===== src/rtl/msx_bus_pkg.sv =====
// rtl/msx_bus_pkg.sv - shared types and constants for the MSX slot bus master
package msx_bus_pkg;

   typedef enum logic [2:0] {
      IDLE,
      T1,
      T2,
      TW,
      T3,
      DONE
   } bus_state_t;

   typedef struct packed {
      logic [15:0] addr;
      logic [7:0]  wdata;
      logic        write;
      logic        io;
      logic        m1;
      logic        slot;
   } bus_cmd_t;

   localparam logic [7:0] MSX_IO_MAPPER_PORT = 8'h8E;

endpackage


===== src/rtl/msx_tstate_timer.sv =====
// rtl/msx_tstate_timer.sv - T-state phase counter with last-clock pulse
module msx_tstate_timer #(
   parameter int TDIV = 8
) (
   input  logic clk,
   input  logic reset,
   input  logic restart,
   output logic last
);

   localparam int PW = $clog2(TDIV);
   localparam logic [PW-1:0] PH_LAST = PW'(TDIV - 1);

   logic [PW-1:0] phase;

   // phase restarts at 0 whenever the bus state changes, otherwise wraps every TDIV clocks
   always_ff @(posedge clk) begin
      if (reset || restart) begin
         phase <= '0;
      end else if (phase == PH_LAST) begin
         phase <= '0;
      end else begin
         phase <= phase + PW'(1);
      end
   end

   assign last = (phase == PH_LAST);

endmodule


===== src/rtl/msx_bus_master.sv =====
// rtl/msx_bus_master.sv - single-beat MSX cartridge-slot bus initiator
module msx_bus_master
   import msx_bus_pkg::*;
#(
   parameter int TDIV         = 8,
   parameter int IO_WAIT      = 1,
   parameter int WAIT_TIMEOUT = 255
) (
   input  logic        clk,
   input  logic        reset,
   input  logic        cmd_valid,
   output logic        cmd_ready,
   input  logic [15:0] cmd_addr,
   input  logic [7:0]  cmd_wdata,
   input  logic        cmd_write,
   input  logic        cmd_io,
   input  logic        cmd_m1,
   input  logic        cmd_slot,
   output logic        rsp_valid,
   output logic [7:0]  rsp_rdata,
   output logic        rsp_err,
   output logic        busy,
   output logic [15:0] addr,
   output logic [7:0]  cdout,
   output logic        cdout_oe,
   input  logic [7:0]  cdin,
   output logic        merq_n,
   output logic        iorq_n,
   output logic        rd_n,
   output logic        wr_n,
   output logic        m1_n,
   output logic        sltsl_n,
   input  logic        wait_n
);

   bus_state_t state_q, state_d;
   bus_cmd_t   cmd_q, cmd_in;
   logic [7:0] mand_cnt, wait_cnt, mand_total, rdata_q;
   logic       err_q, t_last, restart, accept, more_mand, timeout_d;

   assign mand_total = cmd_q.io ? 8'(IO_WAIT) : 8'd0;
   assign more_mand  = (mand_cnt < mand_total);
   assign accept     = cmd_valid && (state_q == IDLE);
   assign restart    = (state_d != state_q);

   msx_tstate_timer #(.TDIV(TDIV)) u_timer (
      .clk     (clk),
      .reset   (reset),
      .restart (restart),
      .last    (t_last)
   );

   // sanitise the incoming command: M1 only on memory reads, slot select only on memory cycles
   always_comb begin
      cmd_in       = '0;
      cmd_in.addr  = cmd_addr;
      cmd_in.wdata = cmd_wdata;
      cmd_in.write = cmd_write;
      cmd_in.io    = cmd_io;
      cmd_in.m1    = cmd_m1 & ~cmd_io & ~cmd_write;
      cmd_in.slot  = cmd_slot & ~cmd_io;
   end

   // bus state register
   always_ff @(posedge clk) begin
      if (reset) begin
         state_q <= IDLE;
      end else begin
         state_q <= state_d;
      end
   end

   // next-state decisions on T-state last clocks, plus bus strobe decode from the current state
   always_comb begin
      state_d   = state_q;
      timeout_d = 1'b0;
      cmd_ready = 1'b0;
      busy      = 1'b1;
      rsp_valid = 1'b0;
      rsp_err   = 1'b0;
      rsp_rdata = rdata_q;
      addr      = cmd_q.addr;
      cdout_oe  = 1'b0;
      cdout     = 8'd0;
      merq_n    = 1'b1;
      iorq_n    = 1'b1;
      rd_n      = 1'b1;
      wr_n      = 1'b1;
      m1_n      = 1'b1;
      sltsl_n   = 1'b1;
      case (state_q)
         IDLE: begin
            cmd_ready = 1'b1;
            busy      = 1'b0;
            if (cmd_valid) state_d = T1;
         end
         T1: begin
            if (t_last) state_d = T2;
         end
         T2: begin
            if (t_last) state_d = (mand_total != 8'd0 || !wait_n) ? TW : T3;
         end
         TW: begin
            if (t_last) begin
               if (more_mand) begin
                  state_d = TW;
               end else if (wait_n) begin
                  state_d = T3;
               end else if (wait_cnt == 8'(WAIT_TIMEOUT)) begin
                  state_d   = DONE;
                  timeout_d = 1'b1;
               end else begin
                  state_d = TW;
               end
            end
         end
         T3: begin
            if (t_last) state_d = DONE;
         end
         DONE: begin
            rsp_valid = 1'b1;
            rsp_err   = err_q;
            state_d   = IDLE;
         end
         default: state_d = IDLE;
      endcase
      if (state_q == T1 || state_q == T2 || state_q == TW || state_q == T3) begin
         cdout_oe = cmd_q.write;
         cdout    = cmd_q.write ? cmd_q.wdata : 8'd0;
      end
      if (state_q == T2 || state_q == TW || state_q == T3) begin
         merq_n  = cmd_q.io;
         iorq_n  = ~cmd_q.io;
         sltsl_n = ~cmd_q.slot;
         rd_n    = cmd_q.write;
         wr_n    = ~cmd_q.write;
      end
      if (state_q == T1 || state_q == T2) begin
         m1_n = ~cmd_q.m1;
      end
   end

   // command latch, TW counters, timeout flag and read-data capture
   always_ff @(posedge clk) begin
      if (reset) begin
         cmd_q    <= '0;
         mand_cnt <= 8'd0;
         wait_cnt <= 8'd0;
         err_q    <= 1'b0;
         rdata_q  <= 8'd0;
      end else begin
         if (accept) begin
            cmd_q    <= cmd_in;
            mand_cnt <= 8'd0;
            wait_cnt <= 8'd0;
            err_q    <= 1'b0;
         end
         if (t_last && state_d == TW) begin
            if (more_mand) begin
               mand_cnt <= mand_cnt + 8'd1;
            end else begin
               wait_cnt <= wait_cnt + 8'd1;
            end
         end
         if (timeout_d) err_q <= 1'b1;
         if (state_q == T3 && t_last && !cmd_q.write) rdata_q <= cdin;
      end
   end

endmodule

===== config.mk =====
export PLATFORM = sky130hd
export DESIGN_NAME = msx_bus_master
export DESIGN_NICKNAME = d
export VERILOG_FILES = /design/src/rtl/msx_bus_pkg.sv /design/src/rtl/msx_tstate_timer.sv /design/src/rtl/msx_bus_master.sv
export SDC_FILE = /design/constraint.sdc
export NUM_CORES = 1
export LEC_CHECK = 0
export CAP_MARGIN = 5
export CORE_ASPECT_RATIO = 1.75
export CORE_MARGIN = 1
export CORE_UTILIZATION = 42
export CTS_CLUSTER_DIAMETER = 100
export CTS_CLUSTER_SIZE = 12
export DETAILED_ROUTE_END_ITERATION = 7
export MAX_ROUTING_LAYER = met4
export PLACE_DENSITY = 0.86
export SLEW_MARGIN = 20
export SYNTH_ARGS = -nofsm -noshare
export SYNTH_HDL_FRONTEND = slang
export SYNTH_SLANG_ARGS = --single-unit

===== constraint.sdc =====
create_clock -name clk -period 2.2 [get_ports clk]
set_input_delay 0.22 -clock clk [delete_from_list [all_inputs] [get_ports clk]]
set_output_delay 0.22 -clock clk [all_outputs]
set_load 0.01 [all_outputs]

# Yosys cells after proc, flatten, opt, wreduce, memory -nomap -nowiden
# Index checks and enable logic that the tools add are counted.
# word_totals
output_inout_bits	43
reg_bits	59
input_bits	40
# classes
n_eq_ne	9
bitwise	9
n_reduce_logical	17
muxes	37
add_sub_neg	3
order_cmp	1
# ops
op	count
2-to-1 mux 8 bit	8
2-to-1 mux 3 bit	9
2-to-1 mux 1 bit	19
adder 8 x 1 -> 8 bit (second input constant)	2
one-hot mux 3 bit (5 select lines)	1
== test 3 x 2 -> 1 bit (second input constant)	3
== test 3 bit (second input constant)	3
== test 8 bit (second input constant)	1
< comparator 8 x 1 -> 1 bit	1
nonzero test 8 bit	1
logical OR 1 bit	7
inverter 1 bit	6
logical AND 1 bit	4
adder 3 x 1 -> 3 bit (second input constant)	1
AND 1 bit	3
== test 3 x 1 -> 1 bit (second input constant)	1
zero test 3 bit	1
!= test 3 bit	1
zero test 1 bit	2
nonzero test 2 bit	1
OR reduction 2 bit	1

# Longest topological paths before layout
# Gate-level depths: netlist (run 1).
# logic_depth
ltp_word	9
ltp_mapped	10

# Cells and area by module
# From an unflattened synthesis (run 1), not the netlist that was laid out.
# hier_totals
hier_cells	323
area_unflattened_um2	2698.8
# modules_own_cells
mod	seq_area_each_um2	instances	cells_each	area_each_um2
msx_bus_master	1121.1	1	315	2590.0
msx_tstate_timer	60.1	1	8	108.9

# Worst setup path after synthesis (run 1)
# Ideal clock, no wire load.
# synth_timing
path_kind	register -> register
startpoint	register u_timer.phase[0]
endpoint	register wait_cnt[2]
stages_incl_launch_ff	11
slack_ns	-0.118
required_time_ns	2.080
period_less_slack_ns	2.318
arrival_time_ns	2.198
path_buffers	2
setup_time_ns	0.120
path_cell_list	dfxtp_1 > ha_1 > ha_1 > buf_2 > and2_1 > a2111oi_4 > a21oi_1 > nand4b_4 > and2_1 > buf_6 > a211o_1
# synth_between
elab_chain_len	6
# synth_lines
element	line_no	source
start, declared	msx_tstate_timer.sv:14	logic [PW-1:0] phase;
start signal, assigned	msx_tstate_timer.sv:23	phase <= phase + PW'(1);
== test 3 bit *	msx_tstate_timer.sv:27	assign last = (phase == PH_LAST);
2-to-1 mux 3 bit, on equally long branches	--	
one-hot mux 3 bit (5 select lines)	msx_bus_master.sv:91	case (state_q)
== test 3 x 2 -> 1 bit	msx_bus_master.sv:158	if (t_last && state_d == TW) begin
logical AND 1 bit *	msx_bus_master.sv:158	
2-to-1 mux 8 bit *	msx_bus_master.sv:158	
end signal, assigned	msx_bus_master.sv:162	wait_cnt <= wait_cnt + 8'd1;
end, declared	msx_bus_master.sv:38	logic [7:0] mand_cnt, wait_cnt, mand_total, rdata_q;
# Mark *: on every way between the ends. The rest lies on a longest branch, timed or not.
# A chain may end at the register's enable or synchronous reset.

# Final worst setup path (run 1)
# layout_timing
startpoint	register u_timer.phase[0]
endpoint	register wait_cnt[5]
# Same word-level chain as after synthesis.

==> results of run 1 <==
metal layers:
metal  global-route usage  share of wire  vias to the layer above
met5                    -              0                        -
met2                0.379           0.54                       76
met4               0.0914          0.013                        0
li1                     -              -                     1223
met1                0.200           0.40                     1145
met3               0.0570          0.043                        8
through the flow:
| step | cell area (um^2) | total power, mW | setup slack [ps] |
|---|---|---|---|
| after floorplan | 2710 | 1.28 | 1.23 |
| after global placement | 3500 | 1.39 | 17.2 |
| after detailed placement | 3500 | 1.40 | -40.6 |
| after CTS | 3690 | 2.27 | 12.4 |
| after global routing | 3770 | 2.35 | -47.6 |
| final | 3770 | 2.24 | 115 |
kinds of logic (layout without fill, tap and decap cells):
family	Yosys count	in the layout	share of synthesized area
simple gates	148	148	0.267
flops	59	59	0.437
compound gates	61	61	0.149
buf+inv	40	115	0.0819
mux	10	10	0.0375
fa+ha+maj	4	4	0.0185
xor+xnor	3	3	0.00972
how the worst max path moves through the flow:
stage | from | endpoint | slack (ps) | cells after the start
detailed placement | u_timer.phase[0] | wait_cnt[3] | -40 | 9
floorplan | u_timer.phase[0] | wait_cnt[2] | 1 | 10
global route | u_timer.phase[0] | wait_cnt[5] | -50 | 9
CTS | state_q[2] | rsp_err | 10 | 4
finish | u_timer.phase[0] | wait_cnt[5] | 110 | 8
global placement | u_timer.phase[0] | wait_cnt[3] | 20 | 9
synth_stat cells, types with 3 or more instances:
cell type	number
nand3b_1	3
a211oi_1	4
inv_1	4
o211ai_1	3
a21oi_1	33
nand2_1	70
nor2_1	21
o21ai_0	5
nand3_1	5
a211o_1	3
dfxtp_1	59
nand2b_1	4
buf_4	16
ha_1	4
or3_1	4
nor4_1	3
mux2i_1	9
nor3_1	6
and2_1	15
a22oi_1	3
buf_2	3
and3_1	7
clkbuf_1	14
power by group through the flow:
stage	clock network [mW]	logic (mW)	registers, mW
floorplan	0	0.140	1.14
global placement	0	0.248	1.14
detailed placement	0	0.252	1.14
CTS	0.894	0.257	1.12
global route	0.942	0.282	1.13
finish	0.864	0.259	1.12
repair_timing:
item / CTS / global route
gates resized for setup: 10 / 17
pin swaps: 1 / 2
cloned: 0 / 0
setup buffers: 1 / 1
endpoints found under the setup margin: 21 / 18
final cells by class:
cell class                      count  share of cell area
Clock buffer                       14              0.0431
Clock inverter                      2             0.00265
Inverter                            4             0.00398
Multi-Input combinational cell    226               0.366
Sequential cell                    59               0.315
Tap cell                           80              0.0265
Timing Repair Buffer               95               0.243
critical path: stages, from the launching register on:
cell	delay, ps
dfxtp_1	340
ha_2	190
ha_4	160
inv_1	110
a2111oi_4	420
a21oi_1	70
nand4b_4	200
and2_4	180
a211o_1	290
flip-flops by register name, indices dropped and copies added (netlist names):
| register | count |
|---|---|
| rsp_rdata | 8 |
| state_q | 3 |
| u_timer.phase | 3 |
| wait_cnt | 8 |
| addr | 16 |
| mand_cnt | 8 |
| cmd_q | 12 |
| err_q | 1 |
==> summary.md, run 1 <==
| Metric | Value |
|---|---|
| CP arrival | about 2300 ps |
| Initial DRC count | ~150 |
| Worst hold slack | roughly 350 ps |
| Die width | ~63 um |
| Total of max-cap violations | 0 |
| Number of different library cells in the post-synthesis netlist | 43 |
| Net Sw Power | around 0.53 mW |
| Die H | 108 um |
| Diode count | 0 |
| Clock transition at path regs | approximately 60 ps |
| Hold-fix buffers, CTS | 0 |
| Clk_lat worst skew | 340 ps |
| Startpoint types | flop |
| Cell row count | 38 |
| # port buffers | slightly above 80 |
| YS warnings | 0 |
| Worst hold start | reset |
| Final Max Tran Viols | 0 |
| Setup tns final | 0 ps |
| Async SR Flop Fraction | 0 |
| Commonest non-fill, non-tap cell in the layout | clkdlybuf4s50_1 |
| Clk root buf | clkbuf_8 |
| Largest net degree at the start of global routing | 37 |
| P per Cell Area | between 500 and 600 nW/um^2 |
| GRT Total Usage | 0.207 |
| Post-Route Utilization | 0.605 |
| Final count of hold timing violations | 0 |
| Footprint of the multi-input gates | roughly 1400 um^2 |
| IO Count | 83 |
| Global-route wire length before repair | about 11 mm |
| Initial DRT Pass Iterations | 4 |
| Worst Hold Depth | 2 |
| Dpl hpwl | about 4.7 mm |
| Fmax | ~480 MHz |
| Avg Cell Area, Syn | 8.32 um^2 |
| Clock tree from TritonCTS | done |
| CTS buffer count | 9 |
| Worst r2r src | u_timer.phase[0] |
| Post-layout min period | about 2100 ps |
| GRT overflow | 0 |
| Slew at the pin with the worst max-slew slack | roughly 540 ps |
| # H-tree levels | 3 |
| Sink Count | 59 |
| Clk buf depth | 2 |
| Post-DR wirelength/cell | 14.1 um |
| Initial antenna violation count | 0 |
| Predominant post-synthesis flop cell | dfxtp_1 |
| Crit path kind | reg -> reg |
| Finished Layout Cells | 480 |
| Syn nets | about 370 |
| Vias in the first global route | approximately 2400 |
| Fill cells | around 550 |
| Status | finished clean |
| Register area | approximately 1200 um^2 |
| Worst Path Max Fanout | 7 |
| Layout Skew | 4.53 ps |
| Share of cells above drive strength 1 | 0.130 |
| Final period utilization | 0.948 |
| EDFF count, synth | 0 |
| Slew HR | 0.638 |
| CORE AREA | approximately 6200 um^2 |
| Initial core utilization | 0.434 |
| Placed cells | between 400 and 500 |
| Highest-count cells in the layout ignoring fill and taps | clkdlybuf4s50_1, nand2_1, dfxtp_1 |
| Setup crit end kind | flop |
| Via count | ~2500 |
| Via density | just over 5 |
| WHS Endpoint | wait_cnt[1] |
| Int Power | 1.71 mW |
| Layout Area Growth over Synthesis | 39.5% |
| CP required | between 2000 and 2500 ps |
| Reg2reg path depth | 8 |
| Routed WL | around 6.7 mm |
| Net count of the finished layout | 439 |
| Post-synthesis instance total | roughly 330 |
| Gate power share | 0.115 |
| Final setup fails | 0 |
| Synth area leaders | dfxtp_1, nand2_1, a21oi_1 |
| HP Class | in -> reg |
| Post-synth top area share | 0.437 |
| Area leader, netlist | dfxtp_1 |
| DRC viols | 0 |
| Antenna viol nets, final | 0 |
| Register bit total from synthesis | ~60 |
| Routability cong. | approximately 0.95 |
| Die Area | ~6800 um^2 |
| Max rail drop VDD | between 0.4 and 0.5 mV |
| Worst reg2reg endpoint | wait_cnt[5] |
| Worst reg2reg setup slack | 110 ps |
| Register area share after synthesis | 0.437 |
| Mapped Area | around 2700 um^2 |
| Sw Share | 0.238 |
| Leakage | between 1.5 and 2 nW |
| Clock power share | 0.385 |
| Share of total power in sequential cells | 0.500 |
Power figures use the tool's default switching activity.
==> run 2, diff against run 1 <==
CORE_UTILIZATION = 30   (was 42)
PLACE_DENSITY = 0.67   (was 0.86)
==> summary.md, run 2 (synthesis results as in run 1) <==
| Metric | Value |
|---|---|
| Status | finished clean |
| Sw Share | 0.217 (-0.0210) |
| HP Class | reg -> reg |
| CORE AREA | 8730 um^2 (+40%) |
| Hold-fix buffers, CTS | 0 (unchanged) |
| Share of total power in sequential cells | 0.409 (-0.091) |
| GRT Total Usage | 0.156 (-0.0504) |
| Net Sw Power | 0.596 mW (+12%) |
| Worst Hold Depth | 1 (-1) |
| Cell Area, Placed | 3590 um^2 (+2.5%) |
| Global-route wire length before repair | 10.9 mm (+3.4%) |
| Leakage | 1.72 nW (+8.6%) |
| CP Buf/Inv Count | 0 (-1) |
| RSZ-0062 raised after global routing | true |
| Diode count | 0 (unchanged) |
| Worst Path Max Fanout | 7 (unchanged) |
| Clk_lat worst skew | 320 ps (-20 ps) |
| Final WS setup | 72.9 ps (-42.0 ps) |
| Max FFs per register | 16 (unchanged) |
| Dpl hpwl | 5.10 mm (+8.8%) |
| Clock transition at path regs | 50 ps (about the same) |
| Slew HR | 0.665 (+0.0269) |
| Commonest non-fill, non-tap cell in the layout | clkdlybuf4s50_1 |
| Crit path depth | 8 (unchanged) |
| Reg2reg path depth | 8 (unchanged) |
| Clk root buf | clkbuf_16 |
| # H-tree levels | 3 (unchanged) |
| GRT overflow | 0 (unchanged) |
| Antenna viol nets, final | 0 (unchanged) |
| CTS buffer count | 9 (unchanged) |
| Crit path kind | reg -> reg |
| DRC viols | 0 (unchanged) |
| Layout Area Growth over Synthesis | 47.0% |
| Slew at the pin with the worst max-slew slack | 500 ps (-43.3 ps) |
| Sink Count | 59 (unchanged) |
| Post-Route Utilization | 0.455 (-0.150) |
| Worst hold slack | 421 ps (+72.2 ps) |
| Die H | 128 um (+18%) |
| Via count | 2473 (+0.86%) |
| Placed cells | 503 (+8.9%) |
| Worst reg2reg setup slack | 70 ps (-40 ps) |
| Routability cong. | 0.879 (-7.0%) |
| Total of max-cap violations | 0 (unchanged) |
| CP max stage cell | or3_4 |
| Crit-path cells | ha_1 > ha_4 > nand2_1 > or3_4 > o221ai_2 > nand4b_4 > and2_4 > a211o_1 |
| Post-DR wirelength/cell | 13.1 um (-7.0%) |
| Worst reg2reg endpoint | wait_cnt[5] |
| Die Area | 9410 um^2 (+39%) |
| Clock power share | 0.495 (+0.110) |
| IO Count | 83 (unchanged) |
| Max rail drop VDD | 0.395 mV (-20%) |
| Pwr Total | 2.75 mW (+22%) |
| Setup crit end kind | flop |
| Highest-count cells in the layout ignoring fill and taps | clkdlybuf4s50_1, nand2_1, dfxtp_1 |
| Net count of the finished layout | 443 (+0.91%) |
| Setup tns final | 0 ps (unchanged) |
| Vias in the first global route | 2397 (-1.1%) |
| CP required | 2400 ps (-20 ps) |
| Int Power | 2.15 mW (+26%) |
| Share of cells above drive strength 1 | 0.131 (+0.00119) |
| P per Cell Area | 691 nW/um^2 (+16%) |
| Final count of hold timing violations | 0 (unchanged) |
| Initial DRC count | 131 (-15%) |
| Largest net degree at the start of global routing | 29 (-22%) |
| Finished Layout Cells | 521 (+8.5%) |
| Pre-CTS setup slack | -8.96 ps (+31.6 ps) |
| Cell row count | 45 (+18%) |
| Via density | 4.75 (-7.1%) |
| Worst Setup SP | u_timer.phase[0] |
| Gate power share | 0.096 (-0.019) |
| Layout Skew | 4.37 ps (-0.157 ps) |
| Crit path to | wait_cnt[5] |
| Initial antenna violation count | 0 (unchanged) |
| Clk buf depth | 2 (unchanged) |
| Final period utilization | 0.967 (+0.0191) |
| Final setup fails | 0 (unchanged) |
| # port buffers | 82 (unchanged) |
| Initial DRT Pass Iterations | 4 (unchanged) |
| Final Max Tran Viols | 0 (unchanged) |
| CP arrival | 2330 ps (+20 ps) |
| Die width | 73.8 um (+18%) |
| Fmax | 470 MHz (-2.0%) |
| Initial core utilization | 0.310 (-0.124) |
| Delay-heaviest family, CP | simple AND/OR/NAND/NOR gates |
| Post-layout min period | 2130 ps (+42.0 ps) |
| Clock tree from TritonCTS | done |
| Slowest Stage Delay on Critical Path | 360 ps (-60 ps) |
| Startpoint types | flop |
| Routed WL | 6.81 mm (+0.93%) |
| Post-Layout Inst Area | 3980 um^2 (+5.4%) |
| Worst r2r src | u_timer.phase[0] |
-- run 2: worst min path at each step --
| stage | from | to | slack (ps) |
|---|---|---|---|
| floorplan | cmd_wdata[6] | cmd_q[10] | 360 |
| global placement | u_timer.phase[0] | u_timer.phase[0] | 410 |
| detailed placement | u_timer.phase[0] | u_timer.phase[0] | 410 |
| CTS | reset | wait_cnt[6] | 400 |
| global route | reset | wait_cnt[6] | 450 |
| finish | u_timer.phase[0] | u_timer.phase[0] | 420 |
-- run 2: area by class of cell --
class / count / area (um^2)
tap: 117 / 146
fill: 853 / 4750
clock inverter: 5 / 52.6
multi-input combinational: 226 / 1360
clock buffer: 11 / 243
timing repair buffer: 99 / 976
sequential: 59 / 1190
inverter: 4 / 15.0
-- run 2: timing repair --
item,in CTS,in global routing
pin swaps,1,2
setup buffers,2,0
gates resized for setup,6,16
setup endpoints to repair,14,19
-- run 2: per-layer routing --
layer	track usage	up-vias	share of wire
met5	-	-	0
met1	0.147	1141	0.39
met3	0.0394	21	0.040
li1	-	1233	-
met4	0.0973	0	0.039
met2	0.275	78	0.53
-- run 2: power groups by stage --
stage	logic, mW	registers (mW)	clock network [mW]
after floorplan	0.140	1.14	0
after detailed placement	0.259	1.15	0
final	0.263	1.12	1.36
after global routing	0.290	1.13	1.45
after CTS	0.265	1.12	1.40
after global placement	0.256	1.14	0
